**src/rtl/display_sequencer.sv**
```systemverilog
// Frame buffer plus timed readout: collects depth_p words, then presents each for
// dwell_cycles_p clocks (or until step_i). Optional replay via DISPLAY_SEQUENCER_REPLAY_EN.
module display_sequencer #(
  parameter int width_p        = 8,
  parameter int depth_p        = 4,
  parameter int dwell_cycles_p = 60000000
) (
  input  logic                       clk_i,
  input  logic                       reset_n_i,
  input  logic                       valid_i,
  input  logic [width_p-1:0]         data_i,
  output logic                       ready_o,
  input  logic                       flush_i,
  input  logic                       step_i,
`ifdef DISPLAY_SEQUENCER_REPLAY_EN
  input  logic                       replay_i,
`endif
  output logic [width_p-1:0]         data_o,
  output logic [$clog2(depth_p)-1:0] index_o,
  output logic                       displaying_o,
  output logic                       word_done_o
);

  localparam int IdxW = $clog2(depth_p);
  localparam int CntW = $clog2(depth_p + 1);
  localparam int DwW  = (dwell_cycles_p > 1) ? $clog2(dwell_cycles_p) : 1;
  localparam logic [CntW-1:0] DepthC   = CntW'(depth_p);
  localparam logic [DwW-1:0]  DwellEnd = DwW'(dwell_cycles_p - 1);

  typedef enum logic {LOAD, DISPLAY} state_e;

  state_e                            state_q, state_d;
  logic [CntW-1:0]                   count_q, len_q, disp_len, count_inc;
  logic [IdxW-1:0]                   wr_ptr_q, rd_idx_q;
  logic [DwW-1:0]                    dwell_q;
  logic [depth_p-1:0][width_p-1:0]   mem_q;
  logic                              armed_q;
  logic                              wr_fire, go_disp, advance, last_rd;
`ifdef DISPLAY_SEQUENCER_REPLAY_EN
  logic                              len_valid_q;
`endif

  // armed_q holds ready_o low until the first clock after reset release
  assign ready_o   = (state_q == LOAD) && armed_q && (count_q < DepthC);
  assign wr_fire   = ready_o && valid_i;
  assign count_inc = count_q + CntW'(1);
  assign last_rd   = (CntW'(rd_idx_q) == len_q - CntW'(1));

  always_comb begin
    state_d     = state_q;
    go_disp     = 1'b0;
    disp_len    = len_q;
    advance     = 1'b0;
    word_done_o = 1'b0;
    case (state_q)
      LOAD: begin
        if (wr_fire) begin
          if (count_inc == DepthC || flush_i) begin
            go_disp  = 1'b1;
            disp_len = count_inc;
          end
        end else if (flush_i && count_q != '0) begin
          go_disp  = 1'b1;
          disp_len = count_q;
        end
`ifdef DISPLAY_SEQUENCER_REPLAY_EN
        else if (replay_i && count_q == '0 && len_valid_q) begin
          go_disp  = 1'b1;
          disp_len = len_q;
        end
`endif
        if (go_disp) state_d = DISPLAY;
      end
      DISPLAY: begin
        advance     = (dwell_q == DwellEnd) || step_i;
        word_done_o = advance;
        if (advance && last_rd) state_d = LOAD;
      end
      default: state_d = LOAD;
    endcase
  end

  always_ff @(posedge clk_i or negedge reset_n_i) begin
    if (!reset_n_i) state_q <= LOAD;
    else            state_q <= state_d;
  end

  always_ff @(posedge clk_i or negedge reset_n_i) begin
    if (!reset_n_i) begin
      count_q  <= '0;
      wr_ptr_q <= '0;
      rd_idx_q <= '0;
      dwell_q  <= '0;
      len_q    <= '0;
      armed_q  <= 1'b0;
`ifdef DISPLAY_SEQUENCER_REPLAY_EN
      len_valid_q <= 1'b0;
`endif
    end else begin
      armed_q <= 1'b1;
      if (wr_fire) begin
        wr_ptr_q <= wr_ptr_q + IdxW'(1);
        count_q  <= count_inc;
`ifdef DISPLAY_SEQUENCER_REPLAY_EN
        len_valid_q <= 1'b0;
`endif
      end
      // entry overrides the write-pointer bump so it never wraps on a full frame
      if (go_disp) begin
        rd_idx_q <= '0;
        dwell_q  <= '0;
        len_q    <= disp_len;
        wr_ptr_q <= '0;
`ifdef DISPLAY_SEQUENCER_REPLAY_EN
        len_valid_q <= 1'b1;
`endif
      end
      if (state_q == DISPLAY) begin
        if (advance) begin
          dwell_q <= '0;
          if (last_rd) begin
            rd_idx_q <= '0;
            count_q  <= '0;
            wr_ptr_q <= '0;
          end else begin
            rd_idx_q <= rd_idx_q + IdxW'(1);
          end
        end else begin
          dwell_q <= dwell_q + DwW'(1);
        end
      end
    end
  end

  // plain flops, no reset: contents survive a frame for replay
  always_ff @(posedge clk_i) begin
    if (wr_fire) mem_q[wr_ptr_q] <= data_i;
  end

  assign displaying_o = (state_q == DISPLAY);
  assign index_o      = displaying_o ? rd_idx_q : wr_ptr_q;
  assign data_o       = displaying_o ? mem_q[rd_idx_q] :
                        (wr_ptr_q == '0) ? '0 : mem_q[wr_ptr_q - IdxW'(1)];

endmodule
```
**config.mk**
```make
export PLATFORM = sky130hd
export DESIGN_NAME = display_sequencer
export DESIGN_NICKNAME = d
export VERILOG_FILES = /design/src/rtl/display_sequencer.sv
export SDC_FILE = /design/constraint.sdc
export NUM_CORES = 1
export LEC_CHECK = 0
export BUFFER_PORTS_ARGS = -buffer_cell sky130_fd_sc_hd__clkbuf_2
export CORE_MARGIN = 1.5
export CORE_UTILIZATION = 57
export CTS_CLUSTER_DIAMETER = 200
export CTS_CLUSTER_SIZE = 8
export DETAILED_ROUTE_END_ITERATION = 7
export GPL_TIMING_DRIVEN = 0
export PLACE_DENSITY_LB_ADDON = 0.1
export SLEW_MARGIN = 20
export SYNTH_ARGS = -nofsm -noshare
export SYNTH_HDL_FRONTEND = slang
export SYNTH_SLANG_ARGS = --single-unit
```
**constraint.sdc**
```tcl
create_clock -name clk_i -period 3.2 [get_ports clk_i]
set_input_delay 0.32 -clock clk_i [delete_from_list [all_inputs] [get_ports clk_i]]
set_output_delay 0.32 -clock clk_i [all_outputs]
set_load 0.05 [all_outputs]
```
==> summary.md <==
| Metric | Value |
|---|---|
| Status | completed |
| GRT Total Usage | 24.53% |
| Die Ht | 82.76 um |
| Largest net degree at the start of global routing | 39 |
| Syn Inst Count | 294 |
| Synth Area in Compound Gates | 13.60% |
| Syn-to-layout area delta | 12.73% |
| Clk buf depth | 2 |
| Initial Utilization | 60.17% |
| FF+latch area | 1912 sq um |
| Post-synthesis adder-cell area fraction | 3.106% |
| Dominant synthesized flop cell | dfrtp_1 |
| Post-synth EDFFs | 32 |
| NumNets Final | 351 |
| Combinational family with the most area after synthesis | simple AND/OR/NAND/NOR gates |
| Clk Latency, worst-skew pair | 340 ps |
| Fill cells | 459 |
| Total grt overflow | 0 |
| Main area contributors after synthesis | edfxtp_1, dfrtp_1, mux4_2, a22o_1, ha_1 |
| FF+latch count, synth | 70 |
| First-pass GRT wire length | 11980 um |
| Io pins | 26 |
| Vias in the first global route | 2412 |
| TritonCTS Buffers | 9 |
| Post-DR wirelength/cell | 18.45 um |
| Worst min path class | input pin to async pin |
| CORE AREA | 6026 sq um |
| Slowest CP cell | ha_1 |
| Distinct cells, synth | 45 |
| CTS tree | done |
| Antenna diode count | 0 |
| Multiplexer share of the synthesized area | 10.25% |
| Post-Synthesis Cell Area | 3626 sq um |
| Simple-gate share of the synthesized area | 14.35% |
| Tcrit/Tclk final | 92.43% |
| Routed wire length | 7548 um |
| Multi-input logic area | 1598 sq um |
| Slew @ Worst Pin | 861.9 ps |
| Post-CTS setup buffer count | 0 |
| Lkg Pwr | 1.621 nW |
| CTS root buffer | clkbuf_8 |
| Total power per unit cell area | 840.8 nW/um^2 |
| Peak supply drop | 0.0005872 V |
| Post-layout util | 67.84% |
| DP Wirelength | 5182 um |
| Unrepaired setup endpoints after global routing | no |
| Ys async rst share | 54.29% |
| Yosys Warn Count | 0 |
| Startpoint types | flip-flop |
| Layout cell share with drive strength beyond 1 | 21.86% |
| Clock transition at path regs | 80 ps |
| Post-Syn Area per Cell | 12.33 sq um |
| Pre-CTS WS | 15.94 ps |
| Post-CTS sizing | 1 |
| Final Hold Fails | 0 |
| Hold-fix buffers at CTS | 0 |
| Num Clock Sinks | 70 |
| Input/output buffers | 25 |
| Initial DRT Pass Iterations | 4 |
| Mapped Nets | 316 |
| Cell taking the most area after synthesis | edfxtp_1 |
| MaxCap Viol Count | 0 |
| Final total power | 0.003437 W |
| Largest stage delay on the critical path | 570 ps |
| Req. time, crit path | 2880 ps |
| DRC viols | 0 |
| Vias per cell | 6.267 |
| CTS H-tree lvls | 3 |
| Overall die area | 6849 sq um |
| Antenna violations before repair | 0 |
| Worst setup path class | flip-flop to primary output |
| Post-DRT Antenna Nets | 0 |
| Crit path capture type | primary output |
| Worst path cell trace | clkbuf_2, inv_1, ha_1, mux4_2, a22o_1, clkbuf_2 |
| Setup WS post-layout | 242.3 ps |
| Post-synthesis sequential area ratio | 52.73% |
| Pins Over Slew Limit | 0 |
| Slew HR | 42.06% |
| CP max FO | 10 |
| Worst clock skew | 4.276 ps |
| Critical path arrival | 2640 ps |
| Rows | 28 |
| Xor/xnor share of the synthesized area | 2.657% |
| Final worst path period need | 2958 ps |
| Share of the synthesized area in the top cell type | 26.50% |
| First DRT Iteration DRCs | 152 |
| Finish-stage setup viols | 0 |
| Final estimated routing congestion in global placement | 0.7825 |
| Via count | 2563 |
| Fmax | 338.1 MHz |
| Die X | 82.76 um |
| Most used cell, CP | clkbuf_2 |
| Setup_tns | 0 ps |
## through the flow
step                      cells  hold WS (ps)  area [sq um]
after floorplan             294         24.41          3626
after global placement      394         511.8          3845
after detailed placement    394         516.9          3845
after CTS                   409         140.0          4088
after global routing        409         155.6          4088
final                       409         79.25          4088
## critical path: cells and delay by family, from the launching register on
family | cells | cell delay [ps]
multiplexers | 1 | 370
AO/OA/AOI/OAI | 1 | 210
adder cells (fa/ha/maj) | 1 | 570
buffers and inverters | 3 | 740
flip-flops | 1 | 390
## cell usage in the layout (no fill, tap or decap), types with 2 or more instances in the layout
master,n
and4_1,2
xnor2_1,9
nor4_2,3
ha_1,9
nor3_1,5
buf_2,4
mux4_2,16
nor2_1,20
clkbuf_8,9
and3_1,6
xor2_1,2
nand3_1,13
a31oi_1,16
a41oi_1,3
edfxtp_1,32
a22o_1,17
nor3b_1,2
nand2b_1,3
nand2_1,21
a221o_1,2
clkbuf_1,7
bufinv_16,3
a21o_1,2
o21ai_0,5
buf_1,2
and2_1,6
o31ai_1,2
clkinvlp_4,3
dfrtp_1,38
nand4_1,6
clkbuf_2,25
a21oi_1,13
buf_6,2
inv_1,10
## cells by family (layout without fill, tap and decap cells)
kind of cell | count (synthesis) | after routing
xor+xnor | 11 | 11
buf+inv | 26 | 66
mux | 17 | 17
other cells | 1 | 1
compound gates | 67 | 67
fa+ha+maj | 9 | 9
simple gates | 93 | 93
flops | 70 | 70
## metal layers
metal / wire, um / share of wire (%) / GRT usage (%)
met1: 3530 / 47 / 33.70
met2: 3589 / 48 / 38.46
met3: 349 / 4.6 / 5.055
met4: 79 / 1.0 / 9.500
met5: 0 / 0 / 0
## power breakdown
| part | switching, W | total [W] | internal (W) |
|---|---|---|---|
| Sequential | 0.0000907 | 0.00113 | 0.00104 |
| Clock | 0.000351 | 0.000870 | 0.000520 |
| Combinational | 0.000920 | 0.00143 | 0.000513 |
| Total | 0.00136 | 0.00344 | 0.00208 |
## cells in the mapped netlist, drive strengths merged, types with 8 or more instances
cell type / instances
a21oi: 13
a22o: 17
a31oi: 16
buf: 8
clkbuf: 8
dfrtp: 38
edfxtp: 32
ha: 9
inv: 10
mux4: 16
nand2: 21
nand3: 13
nor2: 20
xnor2: 9
## worst paths after layout
path / from / endpoint / slack (ps) / depth (start not counted)
max: wr_ptr_q[0] / data_o[5] / 240 / 6
max in group asynchronous: reset_n_i / dwell_q[7] / 2570 / 1
max reg2reg: dwell_q[0] / dwell_q[23] / 820 / 7
min in group clk_i: data_i[2] / mem_q[2] / 190 / 1
min reg2reg: dwell_q[2] / dwell_q[2] / 530 / 1
min: reset_n_i / rd_idx_q[0] / 80 / 1
## state kept, by name (all words and copies together) (netlist names)
name	count
armed_q	1
wr_ptr_q	2
rd_idx_q	2
count_q	3
mem_q	32
dwell_q	26
displaying_o	1
len_q	3
## cell type report
type | count | share of cell area [%]
Clock buffer | 9 | 3.030
Inverter | 10 | 0.9183
Timing Repair Buffer | 25 | 3.061
Multi-Input combinational cell | 198 | 39.09
Clock inverter | 7 | 2.969
Sequential cell | 70 | 46.77
Tap cell | 75 | 2.296
Buffer | 15 | 1.867
No activity file was read; power rests on OpenSTA's default activity.
